--- src/rtl/key_conditioner_if.sv ---
// Button bundle between the raw key inputs and the conditioned pulse/level outputs.
// master drives raw buttons and observes outputs; slave is the conditioner.
interface key_conditioner_if;
    logic [4:0] key_raw;
    logic [4:0] key_pulse;
    logic [4:0] key_level;

    modport master (output key_raw, input key_pulse, input key_level);
    modport slave  (input key_raw, output key_pulse, output key_level);
endinterface

--- src/rtl/key_conditioner.sv ---
// Five-button conditioner: two-flop synchroniser, debounce, one pulse per press,
// and auto-repeat on up (bit 2) and down (bit 3) while held.
module key_conditioner #(
    parameter int unsigned DEBOUNCE_CYCLES = 2000000,
    parameter int unsigned REPEAT_DELAY    = 50000000,
    parameter int unsigned REPEAT_RATE     = 10000000
) (
    input  logic               CP,
    input  logic               _CR,
    key_conditioner_if.slave   keys
);

    localparam int unsigned CW   = (DEBOUNCE_CYCLES > 1) ? $clog2(DEBOUNCE_CYCLES) : 1;
    localparam int unsigned RMAX = (REPEAT_DELAY > REPEAT_RATE) ? REPEAT_DELAY : REPEAT_RATE;
    localparam int unsigned TW   = (RMAX > 1) ? $clog2(RMAX) : 1;

    localparam logic [CW-1:0] DB_LAST = CW'(DEBOUNCE_CYCLES - 1);
    localparam logic [TW-1:0] RD_LAST = TW'(REPEAT_DELAY - 1);
    localparam logic [TW-1:0] RR_LAST = TW'(REPEAT_RATE - 1);

    typedef enum logic [1:0] {IDLE, HELD, REPEAT} rep_state_t;

    logic [4:0] pulse_v;
    logic [4:0] level_v;

    for (genvar i = 0; i < 5; i++) begin : g_key
        logic          s1, s2, stable, pulse;
        logic [CW-1:0] cnt;
        logic          rise, fall, rep_fire;

        assign rise = s2 && !stable && (cnt == DB_LAST);
        assign fall = !s2 && stable && (cnt == DB_LAST);

        always_ff @(posedge CP or negedge _CR) begin
            if (!_CR) begin
                s1     <= 1'b0;
                s2     <= 1'b0;
                stable <= 1'b0;
                cnt    <= '0;
                pulse  <= 1'b0;
            end else begin
                s1    <= keys.key_raw[i];
                s2    <= s1;
                pulse <= rise | rep_fire;
                if (s2 == stable) begin
                    cnt <= '0;
                end else if (cnt != DB_LAST) begin
                    cnt <= cnt + 1'b1;
                end else begin
                    stable <= s2;
                    cnt    <= '0;
                end
            end
        end

        if (i == 2 || i == 3) begin : g_repeat
            rep_state_t    state;
            logic [TW-1:0] timer;

            // A release on the same edge as a timer expiry suppresses that repeat.
            assign rep_fire = !fall &&
                              (((state == HELD)   && (timer == RD_LAST)) ||
                               ((state == REPEAT) && (timer == RR_LAST)));

            always_ff @(posedge CP or negedge _CR) begin
                if (!_CR) begin
                    state <= IDLE;
                    timer <= '0;
                end else begin
                    case (state)
                        IDLE: begin
                            timer <= '0;
                            if (rise) state <= HELD;
                        end
                        HELD, REPEAT: begin
                            if (fall) begin
                                state <= IDLE;
                                timer <= '0;
                            end else if (rep_fire) begin
                                state <= REPEAT;
                                timer <= '0;
                            end else begin
                                timer <= timer + 1'b1;
                            end
                        end
                        default: begin
                            state <= IDLE;
                            timer <= '0;
                        end
                    endcase
                end
            end
        end else begin : g_no_repeat
            assign rep_fire = 1'b0;
        end

        assign pulse_v[i] = pulse;
        assign level_v[i] = stable;
    end

    assign keys.key_pulse = pulse_v;
    assign keys.key_level = level_v;

endmodule
--- src/flat_wrapper.sv ---
// flat-port wrapper written by rule: the top's interface ports become plain ports
module key_conditioner_flat 
#(
    parameter int unsigned DEBOUNCE_CYCLES = 2000000,
    parameter int unsigned REPEAT_DELAY    = 50000000,
    parameter int unsigned REPEAT_RATE     = 10000000
)
  (CP, _CR, keys_key_raw, keys_key_pulse, keys_key_level);
  key_conditioner_if keys_i ();
  input  logic CP;
  input  logic _CR;
  input wire logic [$bits(keys_i.key_raw)-1:0] keys_key_raw;
  output wire logic [$bits(keys_i.key_pulse)-1:0] keys_key_pulse;
  output wire logic [$bits(keys_i.key_level)-1:0] keys_key_level;
  assign keys_i.key_raw = keys_key_raw;
  assign keys_key_pulse = keys_i.key_pulse;
  assign keys_key_level = keys_i.key_level;
  key_conditioner #(.DEBOUNCE_CYCLES(DEBOUNCE_CYCLES), .REPEAT_DELAY(REPEAT_DELAY), .REPEAT_RATE(REPEAT_RATE)) u_core (.CP(CP), ._CR(_CR), .keys(keys_i));
endmodule
--- config.mk ---
export PLATFORM = sky130hd
export DESIGN_NAME = key_conditioner_flat
export DESIGN_NICKNAME = d
export VERILOG_FILES = /design/src/rtl/key_conditioner_if.sv /design/src/rtl/key_conditioner.sv /design/src/flat_wrapper.sv
export SDC_FILE = /design/constraint.sdc
export NUM_CORES = 1
export LEC_CHECK = 0
export CAP_MARGIN = 20
export CORE_ASPECT_RATIO = 1.1
export CORE_MARGIN = 4
export CORE_UTILIZATION = 53
export CTS_CLUSTER_DIAMETER = 200
export DETAILED_ROUTE_END_ITERATION = 16
export GPL_TIMING_DRIVEN = 0
export PLACE_DENSITY = 0.79
export SYNTH_ARGS = -nofsm -noshare
export SYNTH_HDL_FRONTEND = slang
export SYNTH_SLANG_ARGS = --single-unit
export TNS_END_PERCENT = 1
--- constraint.sdc ---
create_clock -name CP -period 2.22 [get_ports CP]
set_input_delay 0.333 -clock CP [delete_from_list [all_inputs] [get_ports CP]]
set_output_delay 0.333 -clock CP [all_outputs]
set_load 0.005 [all_outputs]
# After elaboration in Yosys (flattened, before gate mapping)
# Index checks and enable logic that the tools add are counted.
word_totals:
  ff_bits: 181
  latch_bits: 0
  mem_bits_rw: 0
  rom_bits: 0
  input_bits: 7
  output_inout_bits: 10
  elab_cells: 141
  mem_count: 0
classes:
  n_addsub: 7
  n_mul: 0
  div_mod_pow: 0
  n_lt_le_gt_ge: 0
  eq_ne: 27
  n_shift: 0
  muxes: 24
  bitwise: 12
  reduce_logical: 42
op_table:
  columns: ["operator", "n"]
  rows:
  - ["2-to-1 mux 21 bit", 10]
  - ["2-to-1 mux 26 bit", 6]
  - ["adder 21 x 1 -> 21 bit (second input constant)", 5]
  - ["== test 21 bit (second input constant)", 5]
  - ["!= test 21 bit (second input constant)", 5]
  - ["adder 26 x 1 -> 26 bit (second input constant)", 2]
  - ["== test 26 x 24 -> 1 bit (second input constant)", 2]
  - ["== test 26 bit (second input constant)", 2]
  - ["logical AND 1 bit", 20]
  - ["AND reduction 2 bit", 7]
  - ["2-to-1 mux 2 bit", 6]
  - ["NOT 1 bit", 10]
  - ["logical NOT 1 bit", 9]
  - ["case mux 2 bit (2 select lines)", 2]
  - ["!= test 3 x 1 -> 1 bit (second input constant)", 2]
  - ["== test 1 bit", 5]
  - ["== test 2 x 1 -> 1 bit (second input constant)", 2]
  - ["== test 2 bit (second input constant)", 2]
  - ["logical NOT 2 bit", 2]
  - ["!= test 2 x 1 -> 1 bit (second input constant)", 2]
  - ["OR reduction 2 bit", 2]
  - ["logical OR 1 bit", 2]
  - ["bitwise OR 1 bit", 2]

# Depth between registers and ports, before layout
depth:
  depth_word: 8
  mapped_depth: 9
  mapped_depth_nobuf: 7

# Worst setup path before layout
# Ideal clock, no wire load.
synth_timing:
  path_kind: "register -> register"
  startpoint: "register u_core.g_key[3].g_repeat.state[1]"
  endpoint: "register u_core.g_key[3].g_repeat.timer[11]"
  setup_ns: 0.119
  arrival_time_ns: 2.027
  required_time_ns: 2.101
  slack_ns: 0.074
  path_stages_with_launch: 10
  path_buffers: 2
  synth_period_minus_slack_ns: 2.146
  path_cell_list: "dfrtp_1 -> inv_1 -> ha_1 -> and4_1 -> nand4_1 -> a2111oi_0 -> or2_2 -> buf_2 -> buf_6 -> nor2_1"
synth_between:
  elab_chain_len: 7
  word_cells_on_any_way: 10
  cone_classes: "eq/ne (2); mux (3); reduce/logical (5)"
synth_lines:
  columns: ["item", "line", "rtl"]
  rows:
  - ["start: declaration", "key_conditioner.sv:57", "rep_state_t state;"]
  - ["start signal: assignment", "key_conditioner.sv:67", "state <= IDLE;"]
  - ["start signal: assignment", "key_conditioner.sv:73", "if (rise) state <= HELD;"]
  - ["start signal: assignment", "key_conditioner.sv:77", "state <= IDLE;"]
  - ["== test 2 x 1 -> 1 bit or == test 2 bit (tied branches)", "key_conditioner.sv:62, key_conditioner.sv:70, key_conditioner.sv:63", null]
  - ["logical AND 1 bit, on equally long branches", "key_conditioner.sv:62, key_conditioner.sv:63", null]
  - ["logical OR 1 bit", "key_conditioner.sv:62", "(((state == HELD) && (timer == RD_LAST)) ||"]
  - ["logical AND 1 bit", "key_conditioner.sv:61", "assign rep_fire = !fall &&"]
  - ["2-to-1 mux 26 bit", "key_conditioner.sv:79", "end else if (rep_fire) begin"]
  - ["2-to-1 mux 26 bit", "key_conditioner.sv:76", "if (fall) begin"]
  - ["2-to-1 mux 26 bit *", "key_conditioner.sv:70", "case (state)"]
  - ["end signal: assignment", "key_conditioner.sv:83", "timer <= timer + 1'b1;"]
  - ["end: declaration", "key_conditioner.sv:58", "logic [TW-1:0] timer;"]
# Every way passes the cells marked *; elsewhere a longest branch is shown, timed or not.
# A chain may end at the register's enable or synchronous reset.

# Final worst setup path
layout_timing:
  startpoint: "register u_core.g_key[2].cnt[11]"
  endpoint: "register u_core.g_key[2].g_repeat.timer[7]"
layout_between:
  elab_chain_len: 7
layout_lines:
  columns: ["item", "line", "rtl"]
  rows:
  - ["start: declaration", "key_conditioner.sv:28", "logic [CW-1:0] cnt;"]
  - ["start signal: assignment", "key_conditioner.sv:48", "cnt <= cnt + 1'b1;"]
  - ["== test 21 bit *", "key_conditioner.sv:32", "assign fall = !s2 && stable && (cnt == DB_LAST);"]
  - ["logical AND 1 bit *", "key_conditioner.sv:32", null]
  - ["logical NOT 1 bit", "key_conditioner.sv:61", null]
  - ["logical AND 1 bit", "key_conditioner.sv:61", null]
  - ["2-to-1 mux 26 bit", "key_conditioner.sv:79", null]
  - ["2-to-1 mux 26 bit *", "key_conditioner.sv:76", null]
  - ["2-to-1 mux 26 bit *", "key_conditioner.sv:70", null]
  - ["end signal: assignment", "key_conditioner.sv:83", null]
  - ["end: declaration", "key_conditioner.sv:58", null]
# Marked as above.

==> summary.txt <==
Pwr
  – Static leakage: 4.29 nW
  – Power Dens Cells: ~630 nW/um^2
  – Max VDD drop: 0.000555 V

CTS
  – CTS tree: done
  – Clock sinks: roughly 180
  – CTS H-tree depth: 4
  – Latest clock arrival within the worst-skew pair: 0.43 ns
  – CTS max path bufs: 2
  – CTS buffer count: 17
  – CTS Root Cell: clkbuf_16
  – Clock transition at the registers of the reported paths: 0.07 ns

Worst hold path
  – Hold Path End: u_core.g_key[0].s1
  – Hold path start: keys_key_raw[0]
  – Hold Path Cell Cnt: 1
  – Worst min-delay path category: input pin to flop

Route
  – Detail Route Antenna Nets: 0
  – Mean number of vias per cell: 5.54
  – Post-Route WL: 15.9 mm
  – Vias: 6402
  – Initial DRC count: ~460
  – WL met2: 7.87 mm
  – M1 wire length: 7.28 mm
  – Met3 wire len: 459 um
  – Top layer in use: met4
  – Avg WL per Cell: 13.7 um
  – Residual DRC: 0
  – Detailed Routing Iterations Pass 1: 4

Cells and area
  – Number of diodes: 0
  – Ratio of cells with drive above 1 in the final layout: under 10%
  – Most common cell after layout, fill and taps aside: dfrtp_1
  – Layout area overhead: 13.4%
  – Fin nets: 970
  – Fillers: 1348
  – Commonest non-fill, non-tap cells in the layout: dfrtp_1, nor2_1, xor2_1

Floorplanning
  – Cell Rows: 49
  – Core area: 16400 um^2
  – Die height: 144 um
  – I/O Pins: 17
  – Die width: between 100 and 150 um
  – Starting density of the core: between 50% and 60%
  – Die area: 19000 um^2

Synth
  – Synth Area in Simple Gates: between 20% and 30%
  – YS warnings: 0
  – Complex-gate fraction of the synthesized area: about 2.2%
  – XOR/XNOR share of the synthesized area: 13.3%
  – Cell variety after synth: 49
  – Number of synthesized flops with an enable pin: 0
  – Ys flop type: dfrtp_1
  – Post-Synth Adder-Cell Area: roughly 3.2%
  – Mux contribution to synthesized area: 0.728%
  – Post-synth top area share: approximately 50%
  – Sequential fraction of the synthesis area: 50.7%
  – Yosys top cell by area: dfrtp_1
  – Largest cells by area after synthesis: dfrtp_1, xor2_1, nor2_1
  – Mapped Cells: between 800 and 900
  – Post-Syn Nets: 927
  – Largest family of logic cells by synthesized area: simple AND/OR/NAND/NOR gates
  – Share of flip-flops with an asynchronous set or reset: 100%
  – Syn avg cell area: 9.96 um^2
  – Synthesis-stage register bit count: approximately 180
  – Synth Cell Area: about 8900 um^2

Placed design
  – Routability Congestion: 0.828
  – Dpl hpwl: 10.6 mm
  – Pre-CTS WS: -0.540 ns
  – PortBufs: 16

Setup path
  – Worst-path fanout max: 10
  – Endpoint class of the critical path: flop
  – Setup slack, reg-to-reg: 0.01 ns
  – Crit start category: flop
  – Setup CP Type: flop to flop
  – Worst EP arrival: 2.53 ns
  – FF-to-FF Start: u_core.g_key[2].cnt[11]
  – CP required: 2.54 ns
  – Worst-case reg-to-reg path depth: 7
  – Reg-to-reg endpoint: u_core.g_key[2].g_repeat.timer[7]

Timing
  – Fin crit share: 99.5%
  – Worst Skew: between 0.007 and 0.008 ns
  – RSZ-0062 raised after global routing: yes
  – Final WS setup: roughly 0.010 ns
  – Fin. max-slew vios: 0
  – Final setup fails: 0
  – Min Tclk post-route: roughly 2.2 ns
  – WHS: about 0.33 ns
  – Worst Tran Pin Value: 0.776 ns
  – Slew HR: between 40% and 50%
  – Final-report hold violation count: 0
  – Peak Freq: roughly 450 MHz

Job
  – Max_cap viols: 0

Global routing
  – All-Layer GR Usage: 17.8%
  – Gr ovfl total: 0
  – Largest net degree at the start of global routing: 93
  – First-pass GRT wire length: ~28 mm
  – Antenna violations before repair: 0
  – Number of global-route vias before repair: between 6000 and 7000

Status
  – Outcome: finished clean
-- cell usage after synthesis (all sizes together) (4+ instances only) --
cell type  instances
nor4bb             5
nand3             66
nor4b              6
nor4              16
and4              12
or3                8
nor2             166
clkbuf             9
o21ai             11
nand2             45
xor2              93
nand4             51
a21oi              7
and3              27
nor3              23
and2              12
ha                23
inv               29
mux2               4
buf               21
or2                8
dfrtp            181
xnor2             43
-- per-layer routing --
layer / vias up / global-route usage [%]
li1: 3157 / -
met1: 3128 / 22.3
met2: 97 / 31.2
met3: 20 / 3.79
met4: 0 / 6.08
met5: - / 0
-- registers in the layout, summed over array words and instances (netlist names) --
signal / flops
u_core.g_key.s1: 5
u_core.g_key.pulse: 5
u_core.g_key.s2: 5
u_core.g_key.cnt: 105
u_core.g_key.g_repeat.state: 4
u_core.g_key.g_repeat.timer: 52
u_core.g_key.stable: 5
-- area by class of cell --
cell class	instances	area [um^2]	share of cell area, %
multi-input cells	657	4200	41.5
clock buffers	17	425	4.20
inverters	29	109	1.07
plain buffers	29	221	2.18
well taps	204	255	2.52
clock inverters	13	135	1.33
flip-flops and latches	181	4530	44.7
repair buffers	25	255	2.52
-- kinds of logic (layout without fill, tap and decap cells) --
kind of cell | after synthesis | after routing
flip-flops | 181 | 181
AO/OA/AOI/OAI | 30 | 30
AND/OR/NAND/NOR | 462 | 462
adder cells (fa/ha/maj) | 23 | 23
buffers and inverters | 59 | 113
multiplexers | 6 | 6
XOR/XNOR | 136 | 136
-- power breakdown --
| part | internal (W) | leakage, nW | switching (W) |
|---|---|---|---|
| sequential | 0.00333 | 2.49 | 0.0000284 |
| clock | 0.00164 | 0.275 | 0.00125 |
| combinational | 0.0000576 | 1.52 | 0.000125 |
| total | 0.00503 | 4.29 | 0.00140 |
-- critical path: stages (launching register included) --
cell	delay, ns
dfrtp_1	0.40
or4_1	0.51
or4_4	0.55
o21ai_4	0.17
or2_1	0.13
buf_6	0.14
buf_6	0.14
nor2_1	0.06
-- stage by stage --
step           instances  power (W)  cell area (um^2)  TNS [ns]  util (%)
2_1_floorplan        897    0.00349              8930         0         -
3_3_place_gp        1117    0.00359              9350  -1198.89      56.9
3_5_place_dp        1118    0.00360              9380    -18.43      57.1
4_1_cts             1149    0.00650             10000    -0.243      61.2
5_1_grt             1155    0.00668             10100     -1.62      61.7
6_report            1155    0.00643             10100         0      61.7
-- what timing repair did --
item	in CTS	in global routing
resized for setup	17	12
setup endpoints to repair	97	83
buffers inserted	1	6
pin swaps	4	6
hold endpoints to repair	89	0
hold buffers	1	0
gates cloned	0	0
-- worst max path at each step --
stage	startpoint	cells past startpoint	to	slack, ns
detailed placement	u_core.g_key[3].g_repeat.state[1]	9	u_core.g_key[3].g_repeat.timer[24]	-0.54
floorplan	u_core.g_key[3].g_repeat.state[1]	9	u_core.g_key[3].g_repeat.timer[11]	0.07
global route	u_core.g_key[2].cnt[16]	7	u_core.g_key[2].g_repeat.timer[20]	-0.08
finish	u_core.g_key[2].cnt[11]	7	u_core.g_key[2].g_repeat.timer[7]	0.01
CTS	u_core.g_key[3].cnt[8]	5	u_core.g_key[3].g_repeat.state[0]	-0.06
global placement	_CR	1	u_core.g_key[0].pulse	-6.55
Note: power is estimated with default switching activity, not from simulation.
